$ cat config.mk
export PLATFORM = sky130hd
export DESIGN_NAME = chaos_key_uart_bridge
export DESIGN_NICKNAME = d
export VERILOG_FILES = /design/src/rtl/keybridge_pkg.sv /design/src/rtl/byte_serializer.sv /design/src/rtl/chaos_key_uart_bridge.sv
export SDC_FILE = /design/constraint.sdc
export NUM_CORES = 2
export LEC_CHECK = 0
export ABC_AREA = 1
export BUFFER_PORTS_ARGS = -buffer_cell sky130_fd_sc_hd__buf_2
export CAP_MARGIN = 40
export CORE_AREA = 5 5 639 641
export CTS_BUF_LIST = sky130_fd_sc_hd__clkbuf_8 sky130_fd_sc_hd__clkbuf_16
export CTS_CLUSTER_DIAMETER = 100
export DETAILED_ROUTE_END_ITERATION = 8
export DIE_AREA = 0 0 644 646
export SLEW_MARGIN = 0
export SYNTH_ARGS = -nofsm -noshare
export SYNTH_HDL_FRONTEND = slang
export SYNTH_HIERARCHICAL = 1
export SYNTH_SLANG_ARGS = --single-unit
$ cat constraint.sdc
create_clock -name clk -period 2.5 [get_ports clk]
set_clock_uncertainty 0.05 [all_clocks]
set_input_delay 0.75 -clock clk [delete_from_list [all_inputs] [get_ports clk]]
set_output_delay 0.75 -clock clk [all_outputs]
set_load 0.1 [all_outputs]
$ cat src/rtl/keybridge_pkg.sv
// Shared constants, FSM state type and load-source type for the chaos key UART bridge.
package keybridge_pkg;

  localparam logic [7:0] OP_LOAD          = 8'h01;
  localparam logic [7:0] OP_DUMP_KEY_BASE = 8'h10;
  localparam logic [7:0] OP_DUMP_SEEDS    = 8'h20;
  localparam logic [7:0] ACK_BYTE         = 8'hA5;
  localparam logic [7:0] NAK_BYTE         = 8'hEE;

  typedef enum logic [2:0] {
    StIdle,
    StLoad,
    StStart,
    StWait,
    StSend
  } state_e;

  typedef enum logic [1:0] {
    SrcKey,
    SrcSeeds,
    SrcAck,
    SrcNak
  } src_e;

  function automatic int unsigned max3(int unsigned a, int unsigned b, int unsigned c);
    int unsigned m;
    m = (a > b) ? a : b;
    return (m > c) ? m : c;
  endfunction

endpackage

$ cat src/rtl/byte_serializer.sv
// Loads a wide vector plus byte count and streams it LSB byte first over valid/ready,
// optionally followed by an XOR-of-sent-bytes trailer.
module byte_serializer #(
  parameter int unsigned MAX_W = 384,
  parameter int unsigned CNT_W = $clog2(MAX_W / 8 + 1)
) (
  input  logic             clk,
  input  logic             reset,
  input  logic             i_load,
  input  logic [MAX_W-1:0] i_data,
  input  logic [CNT_W-1:0] i_nbytes,
  input  logic             i_trailer_en,
  input  logic             i_ready,
  output logic             o_valid,
  output logic [7:0]       o_data,
  output logic             o_last
);

  logic [MAX_W-1:0] r_shift;
  logic [CNT_W-1:0] r_rem;
  logic             r_trl;
  logic [7:0]       r_xor;
  logic [7:0]       r_byte;
  logic             r_valid;

  logic       w_xfer;
  logic [7:0] w_xor_nxt;

  assign w_xfer    = r_valid & i_ready;
  assign w_xor_nxt = r_xor ^ r_byte;
  assign o_last    = w_xfer && (r_rem == CNT_W'(1)) && !r_trl;
  assign o_valid   = r_valid;
  assign o_data    = r_byte;

  always_ff @(posedge clk) begin
    if (reset) begin
      r_shift <= '0;
      r_rem   <= '0;
      r_trl   <= 1'b0;
      r_xor   <= 8'h00;
      r_byte  <= 8'h00;
      r_valid <= 1'b0;
    end else if (i_load) begin
      r_shift <= i_data >> 8;
      r_byte  <= i_data[7:0];
      r_rem   <= i_nbytes;
      r_trl   <= i_trailer_en;
      r_xor   <= 8'h00;
      r_valid <= (i_nbytes != '0);
    end else if (w_xfer) begin
      r_xor <= w_xor_nxt;
      if (r_rem == CNT_W'(1)) begin
        // The trailer reuses the final count slot, so r_rem stays at 1 for it.
        if (r_trl) begin
          r_byte <= w_xor_nxt;
          r_trl  <= 1'b0;
        end else begin
          r_valid <= 1'b0;
        end
      end else begin
        r_byte  <= r_shift[7:0];
        r_shift <= r_shift >> 8;
        r_rem   <= r_rem - CNT_W'(1);
      end
    end
  end

endmodule

$ cat src/rtl/chaos_key_uart_bridge.sv
// Opcode-driven UART bridge to the chaos key generator: seed load, start, key/seed dumps.
// Define KEYBRIDGE_CHECKSUM_EN to require a load checksum byte and append dump XOR trailers.
module chaos_key_uart_bridge
  import keybridge_pkg::*;
#(
  parameter int unsigned SEED_W      = 32,
  parameter int unsigned N_SEEDS     = 3,
  parameter int unsigned KEY_W       = 384,
  parameter int unsigned N_KEYS      = 4,
  parameter int unsigned TIMEOUT_CYC = 1_000_000
) (
  input  logic                      clk,
  input  logic                      reset,
  input  logic                      rx_valid,
  input  logic [7:0]                rx_data,
  output logic                      tx_valid,
  output logic [7:0]                tx_data,
  input  logic                      tx_ready,
  output logic [N_SEEDS*SEED_W-1:0] seed_bus,
  output logic                      gen_start,
  input  logic                      gen_done,
  input  logic [N_KEYS*KEY_W-1:0]   key_bus,
  output logic                      busy,
  output logic                      keys_valid,
  output logic                      nak_flag
);

  localparam int unsigned SEEDS_W    = N_SEEDS * SEED_W;
  localparam int unsigned SEED_BYTES = SEEDS_W / 8;
  localparam int unsigned KEY_BYTES  = KEY_W / 8;
  localparam int unsigned MAX_W      = max3(KEY_W, SEEDS_W, 8);
  localparam int unsigned SER_CW     = $clog2(MAX_W / 8 + 1);
  localparam int unsigned BCNT_W     = $clog2(SEED_BYTES + 2);
  localparam int unsigned TO_W       = $clog2(TIMEOUT_CYC + 1);
`ifdef KEYBRIDGE_CHECKSUM_EN
  localparam logic CSUM_EN = 1'b1;
`else
  localparam logic CSUM_EN = 1'b0;
`endif

  state_e              r_state;
  src_e                r_src;
  logic [BCNT_W-1:0]   r_cnt;
  logic [TO_W-1:0]     r_idle;
  logic [SEEDS_W-1:0]  r_shadow;
  logic [SEEDS_W-1:0]  r_seed_bus;
  logic [3:0]          r_key_sel;
  logic                r_gen_start;
  logic                r_keys_valid;
  logic                r_nak;
  logic                r_ld;
`ifdef KEYBRIDGE_CHECKSUM_EN
  logic [7:0]          r_csum;
`endif

  logic [SEEDS_W-1:0] w_shadow_wr;
  logic [KEY_W-1:0]   w_key_sel;
  logic [MAX_W-1:0]   w_ld_data;
  logic [SER_CW-1:0]  w_ld_nbytes;
  logic               w_is_dump_key;
  logic               w_key_ok;
  logic               w_last;

  assign w_is_dump_key = (rx_data & 8'hF0) == OP_DUMP_KEY_BASE;
  assign w_key_ok      = {28'd0, rx_data[3:0]} < N_KEYS;

  always_comb begin
    w_shadow_wr = r_shadow;
    for (int j = 0; j < int'(SEED_BYTES); j++) begin
      if (r_cnt == BCNT_W'(j)) w_shadow_wr[8*j +: 8] = rx_data;
    end
  end

  always_comb begin
    w_key_sel = '0;
    for (int k = 0; k < int'(N_KEYS); k++) begin
      if (r_key_sel == 4'(k)) w_key_sel = key_bus[k*KEY_W +: KEY_W];
    end
  end

  // Sampled by the serializer at the end of the SEND entry cycle: that is the snapshot.
  always_comb begin
    w_ld_data   = '0;
    w_ld_nbytes = '0;
    unique case (r_src)
      SrcKey: begin
        w_ld_data[KEY_W-1:0] = w_key_sel;
        w_ld_nbytes          = SER_CW'(KEY_BYTES);
      end
      SrcSeeds: begin
        w_ld_data[SEEDS_W-1:0] = r_seed_bus;
        w_ld_nbytes            = SER_CW'(SEED_BYTES);
      end
      SrcAck: begin
        w_ld_data[7:0] = ACK_BYTE;
        w_ld_nbytes    = SER_CW'(1);
      end
      SrcNak: begin
        w_ld_data[7:0] = NAK_BYTE;
        w_ld_nbytes    = SER_CW'(1);
      end
    endcase
  end

  byte_serializer #(
    .MAX_W (MAX_W),
    .CNT_W (SER_CW)
  ) u_ser (
    .clk          (clk),
    .reset        (reset),
    .i_load       (r_ld),
    .i_data       (w_ld_data),
    .i_nbytes     (w_ld_nbytes),
    .i_trailer_en (CSUM_EN && (r_src == SrcKey || r_src == SrcSeeds)),
    .i_ready      (tx_ready),
    .o_valid      (tx_valid),
    .o_data       (tx_data),
    .o_last       (w_last)
  );

  always_ff @(posedge clk) begin
    if (reset) begin
      r_state      <= StIdle;
      r_src        <= SrcNak;
      r_cnt        <= '0;
      r_idle       <= '0;
      r_shadow     <= '0;
      r_seed_bus   <= '0;
      r_key_sel    <= 4'd0;
      r_gen_start  <= 1'b0;
      r_keys_valid <= 1'b0;
      r_nak        <= 1'b0;
      r_ld         <= 1'b0;
`ifdef KEYBRIDGE_CHECKSUM_EN
      r_csum       <= 8'h00;
`endif
    end else begin
      r_gen_start <= 1'b0;
      r_ld        <= 1'b0;
      unique case (r_state)
        StIdle: begin
          if (rx_valid) begin
            if (rx_data == OP_LOAD) begin
              r_nak    <= 1'b0;
              r_cnt    <= '0;
              r_idle   <= '0;
              r_shadow <= '0;
`ifdef KEYBRIDGE_CHECKSUM_EN
              r_csum   <= 8'h00;
`endif
              r_state  <= StLoad;
            end else if (rx_data == OP_DUMP_SEEDS) begin
              r_nak   <= 1'b0;
              r_src   <= SrcSeeds;
              r_ld    <= 1'b1;
              r_state <= StSend;
            end else if (w_is_dump_key && w_key_ok && r_keys_valid) begin
              r_nak     <= 1'b0;
              r_key_sel <= rx_data[3:0];
              r_src     <= SrcKey;
              r_ld      <= 1'b1;
              r_state   <= StSend;
            end else begin
              r_nak   <= 1'b1;
              r_src   <= SrcNak;
              r_ld    <= 1'b1;
              r_state <= StSend;
            end
          end
        end
        StLoad: begin
          if (rx_valid) begin
            r_idle <= '0;
`ifdef KEYBRIDGE_CHECKSUM_EN
            if (r_cnt == BCNT_W'(SEED_BYTES)) begin
              if (rx_data == r_csum) begin
                r_seed_bus  <= r_shadow;
                r_gen_start <= 1'b1;
                r_state     <= StStart;
              end else begin
                r_shadow <= '0;
                r_nak    <= 1'b1;
                r_src    <= SrcNak;
                r_ld     <= 1'b1;
                r_state  <= StSend;
              end
            end else begin
              r_shadow <= w_shadow_wr;
              r_csum   <= r_csum ^ rx_data;
              r_cnt    <= r_cnt + BCNT_W'(1);
            end
`else
            if (r_cnt == BCNT_W'(SEED_BYTES - 1)) begin
              r_seed_bus  <= w_shadow_wr;
              r_gen_start <= 1'b1;
              r_state     <= StStart;
            end else begin
              r_shadow <= w_shadow_wr;
              r_cnt    <= r_cnt + BCNT_W'(1);
            end
`endif
          end else if (r_idle == TO_W'(TIMEOUT_CYC)) begin
            r_shadow <= '0;
            r_nak    <= 1'b1;
            r_src    <= SrcNak;
            r_ld     <= 1'b1;
            r_state  <= StSend;
          end else begin
            r_idle <= r_idle + TO_W'(1);
          end
        end
        StStart: r_state <= StWait;
        StWait: begin
          if (gen_done) begin
            r_keys_valid <= 1'b1;
            r_src        <= SrcAck;
            r_ld         <= 1'b1;
            r_state      <= StSend;
          end
        end
        StSend: begin
          if (w_last) r_state <= StIdle;
        end
        default: r_state <= StIdle;
      endcase
    end
  end

  assign seed_bus   = r_seed_bus;
  assign gen_start  = r_gen_start;
  assign busy       = (r_state != StIdle);
  assign keys_valid = r_keys_valid;
  assign nak_flag   = r_nak;

endmodule

# Word-level counts from Yosys, hierarchy flattened
# Index checks and enable logic that the tools add are counted.
# totals
reg_bits	620
inputBits	1549
# op_classes
add_sub_neg	3
order_cmp	1
eq_ne	40
muxes	78
bitwise	5
n_reduce_logical	26
# op_table
op	count
384-bit two-way mux	4
376-bit two-way mux	3
96-bit two-way mux	5
288-bit two-way mux	1
96-bit case mux with 2 select lines	1
88-bit case mux with 2 select lines	1
8-bit two-way mux	15
20-bit two-way mux	4
20-bit case mux with 2 select lines	1
8-bit case mux with 4 select lines	1
3-bit two-way mux	7
20-bit by 1-bit adder with 20-bit output (second input constant)	1
20-bit == test (second input constant)	1
5-bit AND reduction	4
6-bit two-way mux	3
2-bit inequality test (second input constant)	9
6-bit case mux with 3 select lines	1
4-bit by 2-bit == test with 1-bit output (second input constant)	4
4-bit by 3-bit == test with 1-bit output (second input constant)	4
4-bit == test (second input constant)	4
4-bit two-way mux	4
1-bit two-way mux	15
3-bit case mux with 5 select lines	1
2-bit two-way mux	7
33 further kinds	52

# Depth between registers and ports, before layout
# depth
depth_word	8
depth_mapped	13
ltp_nobuf	13

# Hierarchy
# The synthesis kept the hierarchy.
# by_module_without_submodules
module	n_inst	cells_each	area_each_um2	seq_area_each_um2
chaos_key_uart_bridge	1	3800	22449.0	4424.2
byte_serializer	1	3039	18939.4	8007.7

# Worst setup path before layout
# OpenSTA, ideal clock, no wires.
# synth_timing
path_kind	reg2reg
from	register u_ser.r_valid (netlist: u_ser/o_valid)
to	register u_ser.r_shift[263]
arrival_ns	2.072
required_ns	2.337
path_slack_ns	0.265
path_stages_with_launch	11
period_less_slack_ns	2.235
cell_sequence	dfxtp_1 > nand2_4 > inv_4 > nor2_1 > inv_2 > nand2_2 > buf_6 > buf_6 > buf_6 > o21ai_1 > nor2_1
# synth_between
elab_chain_len	3
# synth_lines
item	line	source
start, declared	byte_serializer.sv:24	logic r_valid;
start signal, assigned	byte_serializer.sv:49	r_valid <= (i_nbytes != '0);
1-bit bitwise AND	byte_serializer.sv:29	assign w_xfer = r_valid & i_ready;
2-bit nonzero test (no source line)	n/a	
2-bit AND reduction (no source line)	n/a	
end signal, assigned	byte_serializer.sv:44	r_shift <= i_data >> 8;
end signal, assigned	byte_serializer.sv:62	r_shift <= r_shift >> 8;
end, declared	byte_serializer.sv:19	logic [MAX_W-1:0] r_shift;
# No other way between the ends.
# A chain may end at the register's enable or synchronous reset.

# Final worst setup path
# layout_timing
from	register r_key_sel[3]
to	register u_ser.r_shift[89]
# layout_between
elab_chain_len	7
# layout_lines
item	line	source
start, declared	chaos_key_uart_bridge.sv:47	logic [3:0] r_key_sel;
start signal, assigned	chaos_key_uart_bridge.sv:159	r_key_sel <= rx_data[3:0];
4-bit logical NOT	chaos_key_uart_bridge.sv:77	if (r_key_sel == 4'(k)) w_key_sel = key_bus[k*KEY_W +: KEY_W];
384-bit two-way mux (3 in a row)	chaos_key_uart_bridge.sv:77	
384-bit two-way mux *	chaos_key_uart_bridge.sv:77	
288-bit two-way mux *	chaos_key_uart_bridge.sv:85	unique case (r_src)
named net w_ld_data[97]	chaos_key_uart_bridge.sv:58	logic [MAX_W-1:0] w_ld_data;
376-bit two-way mux *	byte_serializer.sv:43	end else if (i_load) begin
# Mark *: on every way through the listed nets, which the timed path passes. The rest lies on a longest branch.

==> metrics.cfg <==
[outcome]
outcome=finished with violations
failed_checks=antenna rules, setup timing

[setup_path]
reg2reg_slack_ns=-0.07
critPathKind=reg -> reg
r2r_cells=13
required_ns=3.15
r2r-end=u_ser/r_shift[89]
cp-end-kind=flop
startpoint_type=flop
critPathTopFamily=simple AND/OR/NAND/NOR gates
cp_slowest_stage_delay_ns=0.33
cp_max_fo=42
cp_num_buf_inv=4
arrival_ns=3.23
worstPathCellList=nor2_4 > nand2_8 > nor2_4 > buf_6 > clkinv_8 > buf_12 > buf_12 > o221ai_2 > a31oi_1 > nand2_1 > nand2_1 > o21ai_2 > nor2_1
cp_slowest_cell=dfxtp_2
r2r-start=r_key_sel[3]

[detailed_routing]
routed_wl_um=495200
met3_length_um=45100
first_pass_iters=6
wl_per_cell_um=34.32
highest_layer=met5
vias_per_cell=4.373
ant_nets=1
routedLengthMet1_um=164900
drc=0
drt_iter0_drc=7764
vias=63090
wl_met2_um=243900

[synth]
syn-cell-area_mm2=0.04139
synth_top_area_cell=dfxtp_1
netlist-cell-type-count=43
yosysWarnings=6
yosysTopAreaCellShare_pct=30.04
synth_area_per_cell_um2=6.052
synth_cells=6839
ys_seq_elements=621
ys_seq_area_share_pct=30.04
ys_top_cells_by_area=dfxtp_1, nand2_1, nor2_1, o21ai_0, nand3_1

[clocking]
ctsHtreeMaxLevel=3
clockBufferDepth=4
cts_buffers=89
cts_tree=built
clk_pin_slew_ns=0.06
clk_latency_ns=0.82
cts_hold_buf=0
cts_root_buf=clkbuf_16
cts_sinks=621

[final_layout]
design_area_mm2=0.06575
area_growth_pct=58.87
layout.nets=10050
drive_gt1_share_pct=30.07

[timing]
setup_ws_ns=-0.07358
hold_viol_final=0
period_needed_ns=2.574
final_max_slew_viol_count=0
slew_headroom_pct=33.81
tightest_slew_ns=0.9929
fin_crit_sh_pct=102.9
setup_viol=7
rsz0062_at_grt=yes
fmax_mhz=388.6

[place]
portBuffers=1657
dpl_cell_area_mm2=0.05883
gp_congestion=0.9946
dp_hpwl_um=416100
place_ws_ns=-0.5785

[global_routing]
grt_pass1_wl_um=603800
grt_pass1_vias=55700
grt_usage_pct=22.09
grt-ovfl-total=0
antenna_found_initial=518
grt_max_degree=119

[floorplanning]
die_x_um=644
die_area_mm2=0.4160
rows=233
pin_count=1658
die_h_um=646
core_mm2=0.4017
initial_core_util_pct=10.30

[job]
max-cap-violations=0

[power]
power.total_w=0.04018
leakagePower_nw=27.15
power.density_mw_per_mm2=611.0
irDropWorstVdd_v=0.0004637

[hold_path]
hp-start=gen_done
hold_class=in -> reg
min_path_cells=3
hold_end=keys_valid

[synthesized netlist by cell type (all sizes together)]
| cell | number |
|---|---|
| a21oi | 63 |
| clkbuf | 467 |
| inv | 151 |
| and3 | 3 |
| nand3 | 590 |
| a211oi | 51 |
| nand2 | 1705 |
| ha | 8 |
| nor3 | 4 |
| nand4 | 339 |
| buf | 215 |
| nand3b | 1 |
| a22o | 2 |
| o21bai | 2 |
| a31o | 2 |
| a31oi | 256 |
| clkinv | 3 |
| o2111ai | 7 |
| conb | 1 |
| o211ai | 1 |
| o221ai | 169 |
| a41oi | 36 |
| nor2 | 1116 |
| dfxtp | 621 |
| xor2 | 11 |
| o31ai | 1 |
| o21ai | 1009 |
| or2 | 5 |
[through the flow]
stage,hold WS [ns],std cells,util (%),TNS [ns]
detailed placement,0.4051,13630,14.64,-14.77
CTS,0.1220,13820,15.67,-0.2556
floorplan,0.3830,6841,-,0
global placement,0.3989,13630,14.64,-12.36
global route,0.1916,14260,16.26,-1.287
finish,0.2049,14430,16.37,-0.2499
[routing by layer]
metal  vias to the layer above  global-route usage (%)
li1                      27520                       -
met1                     30050                   22.58
met2                      4026                   38.68
met3                      1352                   6.827
met4                       144                   14.96
met5                         -                       0
[where the power goes]
part | switching [W] | internal (W) | leakage, nW
clock | 0.00566 | 0.00758 | 1.50
sequential | 0.00130 | 0.0118 | 5.08
combinational | 0.00885 | 0.00498 | 20.6
[state kept, by name, summed over array words and instances (netlist names)]
register and cells:
u_ser/r_shift 376, seed_bus 96, r_shadow 88, r_idle 20, u_ser/o_data 8, u_ser/r_xor 8
u_ser/r_rem 6, r_cnt 4, r_key_sel 4, r_state 3, r_src 2, gen_start 1
keys_valid 1, nak_flag 1, r_ld 1, u_ser/o_valid 1, u_ser/r_trl 1
[worst register-to-register path: cells and delay by family, from the launching register on]
kind | cells | cell delay, ns
buffers and inverters | 4 | 0.87
flip-flops | 1 | 0.33
AO/OA/AOI/OAI | 3 | 0.49
AND/OR/NAND/NOR | 6 | 0.74
[repair_timing]
item,CTS,global route
setup buffers,20,25
setup endpoints to repair,296,249
hold endpoints to repair,0,0
gates resized for setup,233,219
gates cloned,6,12
pin swaps,7,43
[worst max path at each step]
stage                        startpoint                  to  slack, ns  cells after the start
after floorplan           u_ser/o_valid  u_ser/r_shift[263]       0.27                     10
after global placement     r_key_sel[3]  u_ser/r_shift[349]      -0.80                     12
after detailed placement   r_key_sel[3]  u_ser/r_shift[340]      -0.58                     13
after CTS                  r_key_sel[2]   u_ser/r_shift[46]      -0.06                     14
after global routing       r_key_sel[3]  u_ser/r_shift[221]      -0.07                     15
final                      r_key_sel[3]   u_ser/r_shift[89]      -0.07                     13
[cell families (layout without fill, tap and decap cells)]
logic type	Yosys count	count (layout)	synth area share (%)
buffers and inverters	836	2557	8.806
adders and majority gates	8	8	0.2419
AOI/OAI and AO/OA	1599	1599	22.41
xor gates and xnor gates	11	11	0.2328
DFF	621	621	30.04
and+or+nand+nor	3763	3763	38.26
other	1	581	0.009060
[placed cells by master, fill, tap and decap left out, drive strengths merged]
cell,n
o211ai,1
bufinv,5
nor3,4
o31ai,1
nand2,1705
o2111ai,7
conb,3
a31oi,256
buf,2233
nand4,339
a21oi,63
ha,8
a211oi,51
xor2,11
dfxtp,621
o21ai,1009
clkbuf,117
or2,5
nand3,590
clkinv,30
a22o,2
a41oi,36
nor2,1116
o21bai,2
inv,168
diode,578
nand3b,1
a31o,2
and3,3
clkinvlp,4
o221ai,169
[area by class of cell]
| type | count | area [um2] |
|---|---|---|
| sequential | 621 | 12460 |
| tap | 5287 | 6615 |
| multi-input combinational | 5384 | 26290 |
| clock buffer | 105 | 2459 |
| antenna | 578 | 1446 |
| inverter | 154 | 669.4 |
| timing repair buffer | 2245 | 15330 |
| clock inverter | 53 | 488.0 |
| fill | 46690 | 336000 |
(Power assumes the default switching activity.)
